==> config.mk <==
export PLATFORM = sky130hd
export DESIGN_NAME = sequencer_reorder_buf
export DESIGN_NICKNAME = d
export VERILOG_FILES = /design/src/rtl/sequencer_reorder_buf.sv
export SDC_FILE = /design/constraint.sdc
export NUM_CORES = 1
export LEC_CHECK = 0
export BUFFER_PORTS_ARGS = -buffer_cell sky130_fd_sc_hd__buf_2
export CAP_MARGIN = 20
export CORE_UTILIZATION = 45
export CTS_BUF_LIST = sky130_fd_sc_hd__clkbuf_8
export DETAILED_ROUTE_END_ITERATION = 16
export PLACE_DENSITY = 0.58
export SYNTH_ARGS = -nofsm -noshare
export SYNTH_HDL_FRONTEND = slang
export SYNTH_SLANG_ARGS = --single-unit
==> constraint.sdc <==
create_clock -name clk_i -period 7.75 [get_ports clk_i]
set_input_delay 0.3875 -clock clk_i [delete_from_list [all_inputs] [get_ports clk_i]]
set_output_delay 0.3875 -clock clk_i [all_outputs]
set_load 0.02 [all_outputs]
==> src/rtl/sequencer_reorder_buf.sv <==
`default_nettype none
// ============================================================================
// Module      : sequencer_reorder_buf
// Description : Write-reordering buffer for the crossbar return path. Tagged
//               write data lands in a compacting buffer; a tag queue loaded in
//               issue order selects which word is released next (oldest
//               matching entry wins). Registered valid/ready output, sticky
//               overflow flags for both the buffer and the tag queue.
// Revision    : 1.0 - initial release
// ============================================================================
module sequencer_reorder_buf #(
    parameter int TAG_WIDTH      = 2,
    parameter int DATA_WIDTH     = 32,
    parameter int BUF_DEPTH_POW  = 3,
    parameter int TAGQ_DEPTH_POW = 3
) (
    input  logic                     clk_i,
    input  logic                     rst_i,
    input  logic                     wr_i,
    input  logic [DATA_WIDTH-1:0]    wrdata_bi,
    input  logic [TAG_WIDTH-1:0]     wrtag_i,
    output logic                     wr_ready_o,
    output logic                     tag_fifo_full,
    input  logic                     tag_fifo_wrreq,
    input  logic [TAG_WIDTH-1:0]     tag_fifo_wdata,
    output logic                     wr_o,
    output logic [DATA_WIDTH-1:0]    wrdata_bo,
    input  logic                     rd_ready_i,
    output logic [BUF_DEPTH_POW:0]   occupancy_o,
    output logic                     err_buf_ovf_o,
    output logic                     err_tag_ovf_o
);

    localparam int c_BUF_DEPTH = 1 << BUF_DEPTH_POW;
    localparam int c_TQ_DEPTH  = 1 << TAGQ_DEPTH_POW;
    localparam int c_OCC_W     = BUF_DEPTH_POW + 1;
    localparam int c_TQC_W     = TAGQ_DEPTH_POW + 1;
    localparam logic [c_OCC_W-1:0] c_OCC_FULL = c_OCC_W'(c_BUF_DEPTH);
    localparam logic [c_TQC_W-1:0] c_TQ_FULL  = c_TQC_W'(c_TQ_DEPTH);

    // Data buffer: entries 0..r_occ-1 valid, index 0 is the oldest.
    logic [DATA_WIDTH-1:0]     r_buf_data [c_BUF_DEPTH];
    logic [TAG_WIDTH-1:0]      r_buf_tag  [c_BUF_DEPTH];
    logic [c_OCC_W-1:0]        r_occ;

    // Tag queue (circular FIFO).
    logic [TAG_WIDTH-1:0]      r_tq_mem [c_TQ_DEPTH];
    logic [TAGQ_DEPTH_POW-1:0] r_tq_rd;
    logic [TAGQ_DEPTH_POW-1:0] r_tq_wr;
    logic [c_TQC_W-1:0]        r_tq_cnt;

    // Output slot and sticky errors.
    logic                      r_wr_o;
    logic [DATA_WIDTH-1:0]     r_wrdata;
    logic                      r_err_buf;
    logic                      r_err_tag;

    logic [c_BUF_DEPTH-1:0]    w_hit;
    logic                      w_any_hit;
    logic [BUF_DEPTH_POW-1:0]  w_k;
    logic [c_OCC_W-1:0]        w_k_ext;
    logic [TAG_WIDTH-1:0]      w_head;
    logic                      w_tq_empty;
    logic                      w_slot_free;
    logic                      w_match;
    logic                      w_buf_full;
    logic                      w_wr_acc;
    logic                      w_push_acc;
    logic [c_OCC_W-1:0]        w_app_idx;

    assign w_head      = r_tq_mem[r_tq_rd];
    assign w_tq_empty  = (r_tq_cnt == '0);
    assign w_slot_free = !r_wr_o || rd_ready_i;
    assign w_buf_full  = (r_occ >= c_OCC_FULL);
    assign w_wr_acc    = wr_i && !w_buf_full;
    assign w_push_acc  = tag_fifo_wrreq && !tag_fifo_full;
    // A hit implies the buffer is non-empty, so no separate occupancy test.
    assign w_match     = w_slot_free && !w_tq_empty && w_any_hit;
    assign w_k_ext     = {1'b0, w_k};
    // Append lands just above the surviving entries after any removal.
    assign w_app_idx   = r_occ - {{BUF_DEPTH_POW{1'b0}}, w_match};

    // Per-entry tag compare against the queue head, valid entries only.
    for (genvar gi = 0; gi < c_BUF_DEPTH; gi++) begin : g_hit
        assign w_hit[gi] = (c_OCC_W'(gi) < r_occ) && (r_buf_tag[gi] == w_head);
    end

    // Lowest-index hit wins so duplicates release oldest-first.
    always_comb begin
        w_any_hit = 1'b0;
        w_k       = '0;
        for (int i = c_BUF_DEPTH - 1; i >= 0; i--) begin
            if (w_hit[i]) begin
                w_any_hit = 1'b1;
                w_k       = BUF_DEPTH_POW'(i);
            end
        end
    end

    // Buffer storage: compact over the removed entry, then append.
    always_ff @(posedge clk_i or negedge rst_i) begin
        if (!rst_i) begin
            for (int i = 0; i < c_BUF_DEPTH; i++) begin
                r_buf_data[i] <= '0;
                r_buf_tag[i]  <= '0;
            end
        end else begin
            for (int i = 0; i < c_BUF_DEPTH; i++) begin
                if (w_wr_acc && (w_app_idx == c_OCC_W'(i))) begin
                    r_buf_data[i] <= wrdata_bi;
                    r_buf_tag[i]  <= wrtag_i;
                end else if (w_match && (c_OCC_W'(i) >= w_k_ext) && (i != c_BUF_DEPTH - 1)) begin
                    r_buf_data[i] <= r_buf_data[(i + 1) % c_BUF_DEPTH];
                    r_buf_tag[i]  <= r_buf_tag[(i + 1) % c_BUF_DEPTH];
                end
            end
        end
    end

    // Occupancy: +1 on accepted write, -1 on release.
    always_ff @(posedge clk_i or negedge rst_i) begin
        if (!rst_i) begin
            r_occ <= '0;
        end else begin
            r_occ <= r_occ + {{BUF_DEPTH_POW{1'b0}}, w_wr_acc} - {{BUF_DEPTH_POW{1'b0}}, w_match};
        end
    end

    // Tag queue: push at write pointer, pop on every release.
    always_ff @(posedge clk_i or negedge rst_i) begin
        if (!rst_i) begin
            for (int i = 0; i < c_TQ_DEPTH; i++) begin
                r_tq_mem[i] <= '0;
            end
            r_tq_rd  <= '0;
            r_tq_wr  <= '0;
            r_tq_cnt <= '0;
        end else begin
            if (w_push_acc) begin
                r_tq_mem[r_tq_wr] <= tag_fifo_wdata;
                r_tq_wr           <= r_tq_wr + 1'b1;
            end
            if (w_match) begin
                r_tq_rd <= r_tq_rd + 1'b1;
            end
            r_tq_cnt <= r_tq_cnt + {{TAGQ_DEPTH_POW{1'b0}}, w_push_acc}
                                 - {{TAGQ_DEPTH_POW{1'b0}}, w_match};
        end
    end

    // Output slot: load on match, clear when free and idle, hold when stalled.
    always_ff @(posedge clk_i or negedge rst_i) begin
        if (!rst_i) begin
            r_wr_o   <= 1'b0;
            r_wrdata <= '0;
        end else if (w_match) begin
            r_wr_o   <= 1'b1;
            r_wrdata <= r_buf_data[w_k];
        end else if (w_slot_free) begin
            r_wr_o   <= 1'b0;
            r_wrdata <= '0;
        end
    end

    // Sticky overflow flags, cleared only by reset.
    always_ff @(posedge clk_i or negedge rst_i) begin
        if (!rst_i) begin
            r_err_buf <= 1'b0;
            r_err_tag <= 1'b0;
        end else begin
            if (wr_i && w_buf_full) begin
                r_err_buf <= 1'b1;
            end
            if (tag_fifo_wrreq && tag_fifo_full) begin
                r_err_tag <= 1'b1;
            end
        end
    end

    assign wr_ready_o    = !w_buf_full;
    assign tag_fifo_full = (r_tq_cnt >= c_TQ_FULL);
    assign occupancy_o   = r_occ;
    assign wr_o          = r_wr_o;
    assign wrdata_bo     = r_wrdata;
    assign err_buf_ovf_o = r_err_buf;
    assign err_tag_ovf_o = r_err_tag;

endmodule
`default_nettype wire

# Word-level counts from Yosys, hierarchy flattened
# Index checks and enable logic that the tools add are counted.
[word_totals]
register_bits = 337
latch_bits = 0
ramBits = 0
mem_bits_ro = 0
input_bits = 41
out_inout_bits = 41
word_cells = 180
mem_count = 0
[classes]
addsub = 7
mul = 0
div_mod_pow = 0
order_cmp = 21
n_eq_ne = 15
shift = 0
n_mux = 57
n_bitwise = 3
n_reduce_logical = 45
[ops]
columns = ["operator", "count"]
rows = [
  ["two-way mux 32 bit", 18],
  ["binary-select mux 32 bit (select 3 bit)", 1],
  ["two-way mux 2 bit", 17],
  ["logical AND 1 bit", 30],
  ["two-way mux 3 bit", 8],
  ["greater-or-equal comparator 4 bit, second input constant", 5],
  ["bitwise mux 16 bit", 1],
  ["equality test 2 bit", 8],
  ["equality test 4 x 3 -> 1 bit, second input constant", 4],
  ["< comparator 3 x 4 -> 1 bit, first input constant", 4],
  ["nonzero test 2 bit", 8],
  ["NOT 3 -> 4 bit", 3],
  ["subtractor 4 x 1 -> 4 bit", 3],
  ["two-way mux 1 bit", 10],
  ["greater-or-equal comparator 3 bit, first input constant", 3],
  ["adder 4 x 1 -> 4 bit", 2],
  ["equality test 4 x 2 -> 1 bit, second input constant", 2],
  ["zero test 4 bit", 2],
  ["< comparator 1 x 4 -> 1 bit, first input constant", 2],
  ["< comparator 2 x 4 -> 1 bit, first input constant", 2],
  ["adder 3 x 1 -> 3 bit, second input constant", 2],
  ["binary-select mux 2 bit (select 3 bit)", 1],
  ["demux 2 bit (select 3 bit)", 1],
  ["greater-or-equal comparator 1 x 3 -> 1 bit, first input constant", 2],
  ["5 further kinds", 9],
]

# Depth between registers and ports, before layout
# Gate-level depths: netlist (run 1).
[depth]
word_depth = 19
ltp_mapped = 20
ltp_nobuf = 16

# Least setup slack after synthesis (run 1)
# OpenSTA, ideal clock, no wires.
[synth_path]
path_kind = "flip-flop to flip-flop"
startpoint = "reg r_occ[3] (netlist: occupancy_o[3])"
endpoint = "reg r_buf_data[171] (netlist bit)"
setup_ns = 0.137
arrival_time_ns = 4.327
required_time_ns = 7.613
slack_ns = 3.286
stages_incl_launch_ff = 18
n_path_buf = 4
period_less_slack_ns = 4.464
cell_sequence = "dfrtp_1 > inv_1 > ha_1 > nor3b_1 > or4b_2 > a21o_1 > nand3_1 > o22ai_1 > a31oi_1 > ha_1 > ha_1 > nor3_1 > clkbuf_1 > nand2b_1 > clkbuf_1 > clkbuf_1 > buf_1 > a21oi_1"
[synth_between]
elab_chain_cells = 15
word_cells_on_any_way = 43
cone_classes = "add/sub: 1; order compare: 10; eq/ne: 1; mux: 17; reduce/logical: 14"
[synth_lines]
columns = ["item", "line_no", "rtl"]
rows = [
  ["start: declaration", "44", "logic [c_OCC_W-1:0] r_occ;"],
  ["start signal: assignment", "125", "r_occ <= r_occ + {{BUF_DEPTH_POW{1'b0}}, w_wr_acc} - {{BUF_DEPTH_POW{1'b0}}, w_match};"],
  ["< comparator 3 x 4 -> 1 bit", "85", "assign w_hit[gi] = (c_OCC_W'(gi) < r_occ) && (r_buf_tag[gi] == w_head);"],
  ["logical AND 1 bit", "85", ""],
  ["two-way mux 1 bit (7 in series)", "93", "if (w_hit[i]) begin"],
  ["two-way mux 1 bit (*)", "93", ""],
  ["logical AND 1 bit (*)", "78", "assign w_match = w_slot_free && !w_tq_empty && w_any_hit;"],
  ["net w_match", "65", "logic w_match;"],
  ["subtractor 4 x 1 -> 4 bit", "81", "assign w_app_idx = r_occ - {{BUF_DEPTH_POW{1'b0}}, w_match};"],
  ["equality test 4 x 2 -> 1 bit", "109", "if (w_wr_acc && (w_app_idx == c_OCC_W'(i))) begin"],
  ["logical AND 1 bit", "109", ""],
  ["two-way mux 32 bit or nonzero test 2 bit (tied branches)", "--", ""],
  ["end signal: indexed assignment", "110", "r_buf_data[i] <= wrdata_bi;"],
  ["end signal: indexed assignment", "113", "r_buf_data[i] <= r_buf_data[(i + 1) % c_BUF_DEPTH];"],
  ["end: declaration", "42", "logic [DATA_WIDTH-1:0] r_buf_data [c_BUF_DEPTH];"],
]
# The timed path passes the listed nets; every way through them passes the cells marked *.
# A chain may end at the register's enable or synchronous reset.

# Worst setup path after layout (run 1)
[layout_path]
startpoint = "reg r_tq_rd[0]"
endpoint = "reg r_buf_data[238] (netlist bit)"
[layout_between]
elab_chain_cells = 19
word_cells_on_any_way = 44
cone_classes = "add/sub: 1; order compare: 1; eq/ne: 8; mux: 20; bitwise: 1; reduce/logical: 13"
[layout_lines]
columns = ["item", "line_no", "rtl"]
rows = [
  ["start: declaration", "48", "logic [TAGQ_DEPTH_POW-1:0] r_tq_rd;"],
  ["start signal: assignment", "144", "r_tq_rd <= r_tq_rd + 1'b1;"],
  ["NOT 3 -> 4 bit (not written as such) (*)", "71", "assign w_head = r_tq_mem[r_tq_rd];"],
  ["binary-select mux 2 bit (select 3 bit) (*)", "71", ""],
  ["two-way mux 2 bit (not written as such) (*) (2 in series)", "71", ""],
  ["equality test 2 bit", "85", ""],
  ["logical AND 1 bit", "85", ""],
  ["two-way mux 1 bit (7 in series)", "93", ""],
  ["two-way mux 1 bit (*)", "93", ""],
  ["logical AND 1 bit (*)", "78", ""],
  ["net w_match", "65", ""],
  ["subtractor 4 x 1 -> 4 bit", "81", ""],
  ["zero test 4 bit", "109", ""],
  ["logical AND 1 bit", "109", ""],
  ["two-way mux 32 bit or nonzero test 2 bit (tied branches)", "--", ""],
]
# The timed path passes the listed nets; every way through them passes the cells marked *. The select of a mux whose other input is x is not followed.

==> flow_metrics.tcl, run 1 <==
set metrics [dict create \
    drt-total-wl_mm 45.9 \
    grt_pass1_wl_mm 74.2 \
    drc_errors 0 \
    slew_violations 0 \
    yosys-top-cells-count "mux2i_1 (338), dfrtp_1 (337), nand2_1 (207)" \
    io_pins 82 \
    h-tree-depth 2 \
    tns_ns 0 \
    placedCellCount 2220 \
    drtIter0Drc 875 \
    synth.top_cell.area_share 0.476 \
    dpl_worst_slack_ns 1.87 \
    endpoint_kind "flip-flop" \
    yosys_register_bits 337 \
    drtPass1Iterations 5 \
    netlist_area_sq_um 17700 \
    ant_nets 0 \
    final.min_clock_period_ns 5.99 \
    area_growth_pct 11.1 \
    hold_viol 0 \
    holdWs_ns 0.0654 \
    synth_top_cell_by_area "dfrtp_1" \
    start_util 0.457 \
    ys_warn_count 0 \
    slew_headroom 0.295 \
    ys_seq_area_frac 0.476 \
    setup_violations 0 \
    die_area_sq_um 40200 \
    core_area_sq_um 38700 \
    start_kind "flip-flop" \
    min_period_over_period 0.773 \
    syn_nets 1813 \
    cts_tree "done" \
    cts_buffers 58 \
    avgSynthCellArea_sq_um 10.1 \
    drive_above_1_share 0.157 \
    die_w_um 200 \
    hold_buffers 3 \
    dieHeight_um 200 \
    detail_route.vias_per_cell 5.55 \
    grt_max_degree 130 \
    antennaDiodeCount 0 \
    port_buffers 81 \
    synth_cells 1753 \
    path_class "reg2reg" \
    hold_class "in2reg" \
    met3_usage 0.0398 \
    rows 72 \
    synthArstFlopShare 1.00 \
    path_clk_slew_ns 0.06 \
    cap_violations 0 \
    grt_util_all_layers 0.233 \
    path_max_fanout 46 \
    synth_edf_count 0 \
    synthDistinctLibCells 53 \
    grtUsageMet1 0.329 \
    rsz0062_at_grt "false" \
    met2_usage 0.362 \
    fmax_mhz 167 \
    grt-ovfl-total 0 \
    clk_path_buf_depth 3 \
    setup_ws_ns 1.76 \
    yosys-top-cells-area "dfrtp_1 (48%), mux2i_1 (19%), mux2_2 (4.4%)" \
    ys.flop_type "dfrtp_1" \
    grt_busiest_layer "met2" \
    wire_per_inst_um 19.7 \
    gp_congestion 0.820 \
    clk_latency_ns 0.64 \
    status "complete, no violations" \
    antenna_found_initial 1 \
    via_count 12934 \
    cp.required_ns 8.23 \
    post_cts_resized 0 \
    dp_hpwl_mm 27.6 \
    arrival_ns 6.47 \
    cts-root-buf "clkbuf_8" \
    post-cts-setup-buffers 0 \
    grt_pass1_vias 12960 \
    worstMarginPinSlew_ns 1.05 \
    cts_sinks 337 \
    finalClockSkew_ns 0.0304 \
    synth_most_common_cell "mux2i_1" \
    final_nets 1827 \
    final_cells 2330 \
]
[layout make-up]
| cell class | instances | area [sq um] |
|---|---|---|
| clock buffers | 76 | 1050 |
| clock inverters | 29 | 145 |
| fillers | 3617 | 19100 |
| inverters | 19 | 71.3 |
| multi-input cells | 1245 | 8680 |
| flip-flops and latches | 337 | 8430 |
| well taps | 518 | 648 |
| repair buffers | 106 | 663 |
[worst max-delay path, stage by stage, from the launching register on]
cell and delay (ns):
dfrtp_1 0.60, mux2i_1 0.17, a22oi_2 0.64, and2_1 0.36, xnor2_1 0.13, a32o_1 0.36
nor3_4 0.36, a31oi_1 0.36, ha_1 0.33, ha_1 0.22, xnor2_1 0.51, nand3_4 0.71
a21boi_4 0.46, buf_4 0.36, nand2_1 0.11, o21ai_0 0.09
[sequential cells by signal, indices dropped and copies added, names as in the netlist]
signal,cells
occupancy_o,4
r_buf_tag,16
r_buf_data,256
r_tq_wr,3
wr_o,1
err_tag_ovf_o,1
err_buf_ovf_o,1
r_tq_rd,3
r_tq_cnt,4
wrdata_bo,32
r_tq_mem,16
[per-layer routing]
| layer | up-vias | share of wire |
|---|---|---|
| met4 | 0 | 0.024 |
| met2 | 308 | 0.45 |
| met1 | 6340 | 0.48 |
| li1 | 6196 | - |
| met5 | - | 0 |
| met3 | 90 | 0.048 |
[metrics by stage]
stage           util  cell area, sq um
2_1_floorplan      -             17700
3_3_place_gp   0.476             18400
3_5_place_dp   0.476             18400
4_1_cts        0.507             19600
5_1_grt        0.508             19700
6_report       0.508             19700
[logic make-up (layout without fill, tap and decap cells)]
logic type,count (synthesis),count (layout),share of synthesized area
adder cells (fa/ha/maj),19,19,0.0143
flip-flops,337,337,0.476
buffers and inverters,171,230,0.0413
XOR/XNOR,17,17,0.00840
AND/OR/NAND/NOR,451,451,0.107
AO/OA/AOI/OAI,351,351,0.118
multiplexers,407,407,0.235
[final timing paths]
kind	cells after the start	to	start	slack [ns]
hold reg to reg	1	err_buf_ovf_o	err_buf_ovf_o	0.45
setup reg to reg	15	r_buf_data[238]	r_tq_rd[0]	1.76
setup / recovery	15	r_buf_data[238]	r_tq_rd[0]	1.76
hold / removal	3	r_buf_data[75]	wrdata_bi[11]	0.07
max in group asynchronous	3	r_buf_data[40]	rst_i	6.09
min in group asynchronous	2	r_tq_wr[2]	rst_i	0.25
[placed cells by master, fill, tap and decap left out, drive strengths merged, types with 3 or more instances in the layout]
| cell | instances |
|---|---|
| mux2i | 338 |
| dfrtp | 337 |
| nand2 | 207 |
| nor2 | 169 |
| o21ai | 122 |
| a21oi | 118 |
| buf | 103 |
| clkbuf | 76 |
| mux2 | 69 |
| inv | 41 |
| a31oi | 35 |
| or3 | 19 |
| a2bb2oi | 19 |
| o221ai | 17 |
| ha | 17 |
| o22ai | 16 |
| a21o | 12 |
| xnor2 | 11 |
| nand3 | 11 |
| nand4 | 8 |
| nor2b | 7 |
| nor3 | 7 |
| xor2 | 6 |
| and3 | 6 |
| clkinv | 5 |
| and2 | 4 |
| nand2b | 4 |
| dlygate4sd3 | 3 |
| a22oi | 3 |
| a21boi | 3 |
Power of run 1 is not shown: default switching activity piles up to over one toggle a cycle in this logic, so the estimate is an artifact.
==> inputs of run 2 (changes only) <==
--- a/config.mk
+++ b/config.mk
@@ -10,7 +10,7 @@
 export CORE_UTILIZATION = 45
 export CTS_BUF_LIST = sky130_fd_sc_hd__clkbuf_8
 export DETAILED_ROUTE_END_ITERATION = 16
-export PLACE_DENSITY = 0.58
+export PLACE_DENSITY = 0.61
 export SYNTH_ARGS = -nofsm -noshare
 export SYNTH_HDL_FRONTEND = slang
 export SYNTH_SLANG_ARGS = --single-unit
==> constraint.sdc (replaced) <==
create_clock -name clk_i -period 5.3 [get_ports clk_i]
set_input_delay 0.265 -clock clk_i [delete_from_list [all_inputs] [get_ports clk_i]]
set_output_delay 0.265 -clock clk_i [all_outputs]
set_load 0.02 [all_outputs]
==> run 2 against run 1 <==
  * Clock skew down 0.0051 ns
  * Sequential cell count stayed put
  * Clock-buffer cell count grew 6
  * Wire length grew 1.0%
  * Setup slack got worse by 1.3 ns
  * Critical path type unchanged
==> flow_metrics.tcl, run 2 (synthesis results as in run 1) <==
set metrics [dict create \
    fmax_mhz 207 \
    cap_violations 0 \
    drc_errors 0 \
    layout_commonest_cell "mux2i_1" \
    h-tree-depth 2 \
    post-cts-setup-buffers 0 \
    status "complete, no violations" \
    dieHeight_um 200 \
    grt_pass1_vias 13097 \
    cts_buffers 58 \
    grt-ovfl-total 0 \
    tns_ns 0 \
    stdcell_area_sq_um 20300 \
    final.min_clock_period_ns 4.83 \
    rsz0062_at_grt "false" \
    finalClockSkew_ns 0.0254 \
    slew_headroom 0.267 \
    wire_per_inst_um 19.5 \
    antenna_found_initial 1 \
    die_w_um 200 \
    cts_tree "done" \
    rows 72 \
    path_max_fanout 17 \
    clk_path_buf_depth 3 \
    hold_class "in2async" \
    regMostFlops "r_buf_data" \
    area_growth_pct 14.8 \
    final_nets 1874 \
    via_count 13097 \
    grt_pass1_wl_mm 74.0 \
    slew_violations 0 \
    largest_reg_flops 256 \
    grt_max_degree 153 \
    endpoint_kind "flip-flop" \
    min_period_over_period 0.911 \
    ant_nets 0 \
    arrival_ns 5.36 \
    final_cell_mix "mux2i_1 (338), dfrtp_1 (337), nand2_1 (204)" \
    drtIter0Drc 798 \
    dp_hpwl_mm 27.5 \
    cp.required_ns 5.83 \
    final_util 0.525 \
    core_area_sq_um 38700 \
    path_clk_slew_ns 0.06 \
    io_pins 82 \
    start_kind "flip-flop" \
    drtPass1Iterations 5 \
    worstMarginPinSlew_ns 1.10 \
    setup_violations 0 \
    gp_congestion 0.808 \
    die_area_sq_um 40200 \
    cts_sinks 337 \
    grt_util_all_layers 0.233 \
    path_class "reg2reg" \
    drt-total-wl_mm 46.4 \
    port_buffers 81 \
    placed_cell_area_sq_um 18600 \
    drive_above_1_share 0.161 \
    detail_route.vias_per_cell 5.51 \
    hold_viol 0 \
    start_util 0.457 \
    cts-root-buf "clkbuf_8" \
    clk_latency_ns 0.66 \
]
[run 2: metal layers]
layer	up-vias	GRT usage	wire [um]
li1	6299	-	-
met1	6465	0.322	21800
met2	276	0.377	21600
met3	57	0.0442	2200
met4	0	0.0567	781
met5	-	0	0
[run 2: repair_timing]
action	in CTS	in global routing
endpoints found under the setup margin	0	2
resized for setup	0	1
hold buffers	39	0
endpoints found under the hold margin	384	0
[run 2: area by class of cell]
type,count,area [sq um]
clock inverter,23,176
inverter,19,71.3
antenna,1,2.50
clock buffer,82,1130
timing repair buffer,153,1220
multi-input combinational,1245,8670
fill,3526,18400
sequential,337,8430
tap,518,648
[run 2: path summary, 6_finish.rpt]
check / slack (ns) / endpoint / from / depth (start not counted)
max: 0.47 / r_buf_data[14] / r_tq_rd[0] / 14
min: 0.22 / err_buf_ovf_o / rst_i / 2
max reg2reg: 0.47 / r_buf_data[14] / r_tq_rd[0] / 14
min reg2reg: 0.46 / err_buf_ovf_o / err_buf_ovf_o / 1
max in group asynchronous: 3.67 / r_buf_data[202] / rst_i / 3
min in group clk_i: 0.37 / err_tag_ovf_o / tag_fifo_wrreq / 3
[run 2: per-stage QoR]
| stage | setup WS [ns] | hold WS (ns) | std cells |
|---|---|---|---|
| 6_report | 0.473 | 0.220 | 2378 |
| 5_1_grt | 0.159 | 0.293 | 2378 |
| 4_1_cts | 0.423 | 0.246 | 2377 |
| 3_5_place_dp | 0.436 | 0.351 | 2233 |
| 3_3_place_gp | 0.621 | 0.347 | 2233 |
| 2_1_floorplan | 0.836 | -0.0306 | 1753 |
[run 2: worst max-delay path, stage by stage (launching register included)]
cell	delay [ns]
dfrtp_1	0.59
mux2i_1	0.15
a22oi_2	0.63
and2_1	0.35
xnor2_1	0.11
a32o_1	0.36
nor3_4	0.37
a31oi_1	0.18
ha_1	0.25
ha_1	0.22
xnor2_1	0.43
nor2_1	0.14
nand2_2	0.29
buf_4	0.28
mux2_2	0.35
Power of run 2 is left out for the same reason.
